<file path="src/rtl/gray_pkg.sv">
// Shared types and Gray/binary helpers for the FIFO pointer crossing.
// Helpers work on a wide word; callers zero-extend and truncate to their own pointer width.
package gray_pkg;

    localparam int GRAY_MAX_W = 32;

    typedef enum logic [1:0] {
        SETTLE = 2'd0,
        TRACK  = 2'd1,
        FAULT  = 2'd2
    } gsd_state_t;

    // Zero upper bits decode to zero, so the low SIZE bits stay correct after truncation.
    function automatic logic [GRAY_MAX_W-1:0] gray2bin(input logic [GRAY_MAX_W-1:0] g);
        logic [GRAY_MAX_W-1:0] b;
        b[GRAY_MAX_W-1] = g[GRAY_MAX_W-1];
        for (int i = GRAY_MAX_W-2; i >= 0; i--) begin
            b[i] = b[i+1] ^ g[i];
        end
        return b;
    endfunction

    function automatic logic [GRAY_MAX_W-1:0] bin2gray(input logic [GRAY_MAX_W-1:0] b);
        return b ^ (b >> 1);
    endfunction

endpackage

</file>
<file path="src/rtl/gray_sync.sv">
// Multi-flop synchronizer for a Gray-coded pointer bus.
// Latency: STAGES edges from d to q.
// Backpressure: none, samples every cycle.
module gray_sync #(
    parameter int SIZE   = 4,
    parameter int STAGES = 2
) (
    input  logic            clk,
    input  logic            rst,
    input  logic [SIZE-1:0] d,
    output logic [SIZE-1:0] q
);

    logic [SIZE-1:0] chain [STAGES];

    always_ff @(posedge clk or posedge rst) begin
        if (rst) begin
            for (int i = 0; i < STAGES; i++) begin
                chain[i] <= '0;
            end
        end else begin
            chain[0] <= d;
            for (int i = 1; i < STAGES; i++) begin
                chain[i] <= chain[i-1];
            end
        end
    end

    assign q = chain[STAGES-1];

endmodule

</file>
<file path="src/rtl/gray_sync_decoder.sv">
// Receive side of the Gray pointer crossing: sync, decode to binary, check step legality.
// Latency: SYNC_STAGES+1 edges from a stable gray_in change to gray_sync/bin_out/adv/step_err.
// Backpressure: none; ready gates consumers until the sync pipeline holds post-reset data.
module gray_sync_decoder
    import gray_pkg::*;
#(
    parameter int SIZE        = 4,
    parameter int SYNC_STAGES = 2
) (
    input  logic            clk,
    input  logic            rst,
    input  logic [SIZE-1:0] gray_in,
    input  logic            clr_err,
    output logic [SIZE-1:0] gray_sync,
    output logic [SIZE-1:0] bin_out,
    output logic            adv,
    output logic            step_err,
    output logic            err_flag,
    output logic            ready
);

    localparam int CNT_W = 3;

    logic [SIZE-1:0]  sync_q;
    logic [SIZE-1:0]  bin_new;
    logic [SIZE-1:0]  bin_inc;
    logic [SIZE-1:0]  diff;
    logic             one_bit;
    logic             inc_ok;
    logic             checks_on;
    logic             adv_nxt;
    logic             err_nxt;
    logic [CNT_W-1:0] cnt_q;
    logic             cnt_done;
    gsd_state_t       state_q;
    gsd_state_t       state_nxt;

    gray_sync #(
        .SIZE   (SIZE),
        .STAGES (SYNC_STAGES)
    ) u_sync (
        .clk (clk),
        .rst (rst),
        .d   (gray_in),
        .q   (sync_q)
    );

    // The previous sample is the registered gray_sync/bin_out pair, so the mod-2^SIZE wrap is free.
    always_comb begin
        bin_new   = SIZE'(gray2bin(GRAY_MAX_W'(sync_q)));
        bin_inc   = bin_out + SIZE'(1);
        diff      = sync_q ^ gray_sync;
        one_bit   = (diff != '0) && ((diff & (diff - SIZE'(1))) == '0);
        inc_ok    = (bin_new == bin_inc);
        checks_on = (state_q != SETTLE);
        adv_nxt   = checks_on && one_bit && inc_ok;
        err_nxt   = checks_on && (diff != '0) && !(one_bit && inc_ok);
    end

    assign cnt_done = (cnt_q == CNT_W'(SYNC_STAGES));

    always_comb begin
        state_nxt = state_q;
        case (state_q)
            SETTLE:  if (cnt_done)             state_nxt = TRACK;
            TRACK:   if (err_nxt)              state_nxt = FAULT;
            FAULT:   if (clr_err && !err_nxt)  state_nxt = TRACK;
            default:                           state_nxt = SETTLE;
        endcase
    end

    always_ff @(posedge clk or posedge rst) begin
        if (rst) begin
            state_q <= SETTLE;
        end else begin
            state_q <= state_nxt;
        end
    end

    always_ff @(posedge clk or posedge rst) begin
        if (rst) begin
            cnt_q <= '0;
        end else if (state_q == SETTLE && !cnt_done) begin
            cnt_q <= cnt_q + CNT_W'(1);
        end
    end

    always_ff @(posedge clk or posedge rst) begin
        if (rst) begin
            gray_sync <= '0;
            bin_out   <= '0;
            adv       <= 1'b0;
            step_err  <= 1'b0;
            err_flag  <= 1'b0;
            ready     <= 1'b0;
        end else begin
            gray_sync <= sync_q;
            bin_out   <= bin_new;
            adv       <= adv_nxt;
            step_err  <= err_nxt;
            err_flag  <= (state_nxt == FAULT);
            ready     <= (state_nxt != SETTLE);
        end
    end

endmodule

</file>
<file path="config.mk">
export PLATFORM = sky130hd
export DESIGN_NAME = gray_sync_decoder
export DESIGN_NICKNAME = d
export VERILOG_FILES = /design/src/rtl/gray_pkg.sv /design/src/rtl/gray_sync.sv /design/src/rtl/gray_sync_decoder.sv
export SDC_FILE = /design/constraint.sdc
export NUM_CORES = 1
export LEC_CHECK = 0
export CELL_PAD_IN_SITES_DETAIL_PLACEMENT = 0
export CELL_PAD_IN_SITES_GLOBAL_PLACEMENT = 1
export CORE_ASPECT_RATIO = 0.5
export CORE_UTILIZATION = 30
export CTS_BUF_LIST = sky130_fd_sc_hd__clkbuf_4 sky130_fd_sc_hd__clkbuf_8
export DETAILED_ROUTE_END_ITERATION = 8
export PLACE_DENSITY_LB_ADDON = 0.1
export SLEW_MARGIN = 40
export SYNTH_ARGS = -nofsm -noshare
export SYNTH_HDL_FRONTEND = slang
export SYNTH_SLANG_ARGS = --single-unit
</file>
<file path="constraint.sdc">
create_clock -name clk -period 2.3 [get_ports clk]
set_input_delay 0.23 -clock clk [delete_from_list [all_inputs] [get_ports clk]]
set_output_delay 0.23 -clock clk [all_outputs]
set_load 0.02 [all_outputs]
</file>
==> summary.md <==
| Metric | Value |
|---|---|
| Num ports | 19 |
| Nets | ~110 |
| Max Cap Violations | 0 |
| Syn Nets | between 80 and 90 |
| Detailed Place HPWL | about 1.3 mm |
| Mapped Avg Cell Area | ~13 sq um |
| Relative slew slack | 0.692 |
| Total number of vias | slightly below 600 |
| Period minus WS final | approximately 1.8 ns |
| Final worst path period share | 0.786 |
| Slew of the pin with the lowest slew margin | about 0.46 ns |
| Cts bufs inserted | 3 |
| Sequential cell area fraction in the yosys report | 0.610 |
| Final Util | 0.410 |
| I/O Buffers | 18 |
| Final hold violation count | 0 |
| Max-slew violations | 0 |
| DRC violations left | 0 |
| Final Worst Setup Slack | around 0.5 ns |
| FF/Latch Area | between 600 and 700 sq um |
| H-tree depth | 1 |
| CP peak stage delay | 0.42 ns |
| Num rows | 14 |
| Status | complete, no violations |
| Unrepaired setup endpoints after global routing | no |
| Die Y | about 43 um |
| Top Family by Delay on Critical Path | simple AND/OR/NAND/NOR gates |
| Worst-path clk slew | ~0.080 ns |
| Number of global-route vias before repair | 608 |
| Peak VDD IR | 0.000263 V |
| CTS Hold Bufs | 0 |
| Largest net degree at the start of global routing | 25 |
| CTS tree | yes |
| R2r setup slk | roughly 0.49 ns |
| Worst endpoint required time | approximately 2.4 ns |
| Slowest-stage cell, CP | dfrtp_1 |
| Layout fillers | slightly below 300 |
| WL final | about 1.7 mm |
| GRT Overall Usage | 0.107 |
| Final setup viols | 0 |
| Clk_skew | between 0.002 and 0.003 ns |
| Cells after synthesis | 76 |
| Initial Util | 0.321 |
| Worst slack at placement | ~0.50 ns |
| Worst reg2reg startpoint | bin_out[0] |
| Layout cells sized above 1 | 0.113 |
| Sink Count | 24 |
| WL per Instance | 12.2 um |
| Post-CTS Setup Bufs | 0 |
| Reg2reg end | state_q[1] |
| Yosys top cell by area | dfrtp_1 |
| CP Cell Sequence | ha_1 -> or2_2 -> mux2i_1 -> nand4_2 -> a21boi_2 -> o22ai_1 |
| Worst min-delay path class | input pin to async pin |
| Post-CTS Resized | 0 |
| Critical Path AT | a little under 2 ns |
| Area grow syn2layout | 27.6% |
| Number of cells on the worst reg-to-reg path | 6 |
| DIE WIDTH | roughly 83 um |
| Initial antenna violation count | 0 |
| Cell Pwr Density | ~870 nW/um^2 |
| CP bufs+invs | 0 |
| First DRT Iteration DRCs | 13 |
| Seq cells post-synth | 24 |
| Antenna Nets Post-Route | 0 |
| Max Root-Sink Buffers | 2 |
| Worst Setup Start Kind | register |
| # diodes | 0 |
| Synth cell types | 26 |
| Pleak | roughly 0.55 nW |
| Grt total ovfl | 0 |
| Yosys warns | 0 |
| Via/cell ratio | approximately 4.3 |
| Setup_tns | 0 ns |
| Drt pass-1 iters | 4 |
| Area of the mapped netlist | 985 sq um |
| Multi-input gate area | approximately 370 sq um |
| Worst Path Class, Setup | register to register |
| Commonest non-fill, non-tap cell in the layout | dfrtp_1 |
| Synth top area cells | dfrtp_1 (61%), xor2_1 (6.2%), ha_1 (3.8%), xnor2_1 (3.6%), xor2_2 (3.3%) |
| Commonest non-fill, non-tap cells in the layout | dfrtp_1 (24), clkdlybuf4s50_1 (18), xor2_1 (7) |
| Routability cong. | around 0.73 |
| First-pass GRT wire length | about 2.9 mm |
| Top cell type's share of synthesized area | 0.610 |
| Die area | 3530 sq um |
| Clk_lat worst skew | ~0.26 ns |
| Core area | roughly 3100 sq um |
| Worst Path Max Fanout | 4 |
| Worst Setup End Kind | register |
| Root Buffer | clkbuf_8 |
| F_max | around 550 MHz |
-- how the worst max path moves through the flow --
stage | end | start | slack (ns) | cells after the start
finish | state_q[1] | bin_out[0] | 0.49 | 6
global route | state_q[1] | bin_out[0] | 0.41 | 7
CTS | state_q[1] | bin_out[0] | 0.48 | 7
detailed placement | state_q[1] | bin_out[0] | 0.50 | 6
global placement | err_flag | bin_out[0] | 0.58 | 6
floorplan | err_flag | bin_out[0] | 0.57 | 6
-- per-stage QoR --
step                hold slack [ns]  std cells  instance area (sq um)  power [mW]
finish                        0.303        137                   1260        1.09
global route                  0.351        137                   1260        1.16
detailed placement            0.349        134                   1210       0.866
CTS                           0.309        137                   1260        1.11
floorplan                     0.245         76                    985       0.737
global placement              0.332        134                   1210       0.857
-- synthesized netlist by cell type (all sizes together) --
| library cell | count |
|---|---|
| a21boi | 3 |
| a21o | 1 |
| a21oi | 1 |
| a221oi | 1 |
| buf | 1 |
| dfrtp | 24 |
| ha | 3 |
| inv | 2 |
| mux2i | 1 |
| nand2 | 6 |
| nand2b | 3 |
| nand3 | 2 |
| nand4 | 1 |
| nor2 | 6 |
| nor2b | 1 |
| nor3 | 1 |
| nor4 | 1 |
| o21ai | 1 |
| o221ai | 1 |
| o22ai | 2 |
| or2 | 1 |
| xnor2 | 4 |
| xor2 | 9 |
-- layout make-up --
cell class,count,share of cell area
Clock buffer,3,0.0329
Inverter,2,0.00598
Multi-Input combinational cell,49,0.294
Sequential cell,24,0.478
Tap cell,40,0.0398
Timing Repair Buffer,19,0.149
-- state kept, by name (all words and copies together), names as in the netlist --
name	count
adv	1
gray_sync	3
state_q	2
u_sync.q	4
err_flag	1
ready	1
bin_out	4
step_err	1
cnt_q	3
u_sync.chain	4
-- per-layer routing --
layer | vias up | GRT usage | wire (um)
met4 | 0 | 0.0207 | 7
met2 | 9 | 0.162 | 762
met5 | - | 0 | 0
met1 | 288 | 0.145 | 836
li1 | 294 | - | -
met3 | 2 | 0.0433 | 70
-- power by group --
part | internal (mW) | total [mW] | switching [mW]
Combinational | 0.154 | 0.322 | 0.168
Clock | 0.117 | 0.236 | 0.119
Sequential | 0.483 | 0.533 | 0.0494
Total | 0.754 | 1.09 | 0.336
-- worst register-to-register path, stage by stage, from the launching register on --
cell and delay, ns:
dfrtp_1 0.42, ha_1 0.32, or2_2 0.30, mux2i_1 0.17, nand4_2 0.18, a21boi_2 0.19, o22ai_1 0.11
-- logic make-up after synthesis --
family          count (synthesis)  synth area share
buf+inv                         3            0.0153
compound gates                 10            0.0813
mux                             1            0.0102
flops                          24             0.610
fa+ha+maj                       3            0.0381
simple gates                   22             0.114
xor+xnor                       13             0.131
(Power assumes the default switching activity.)
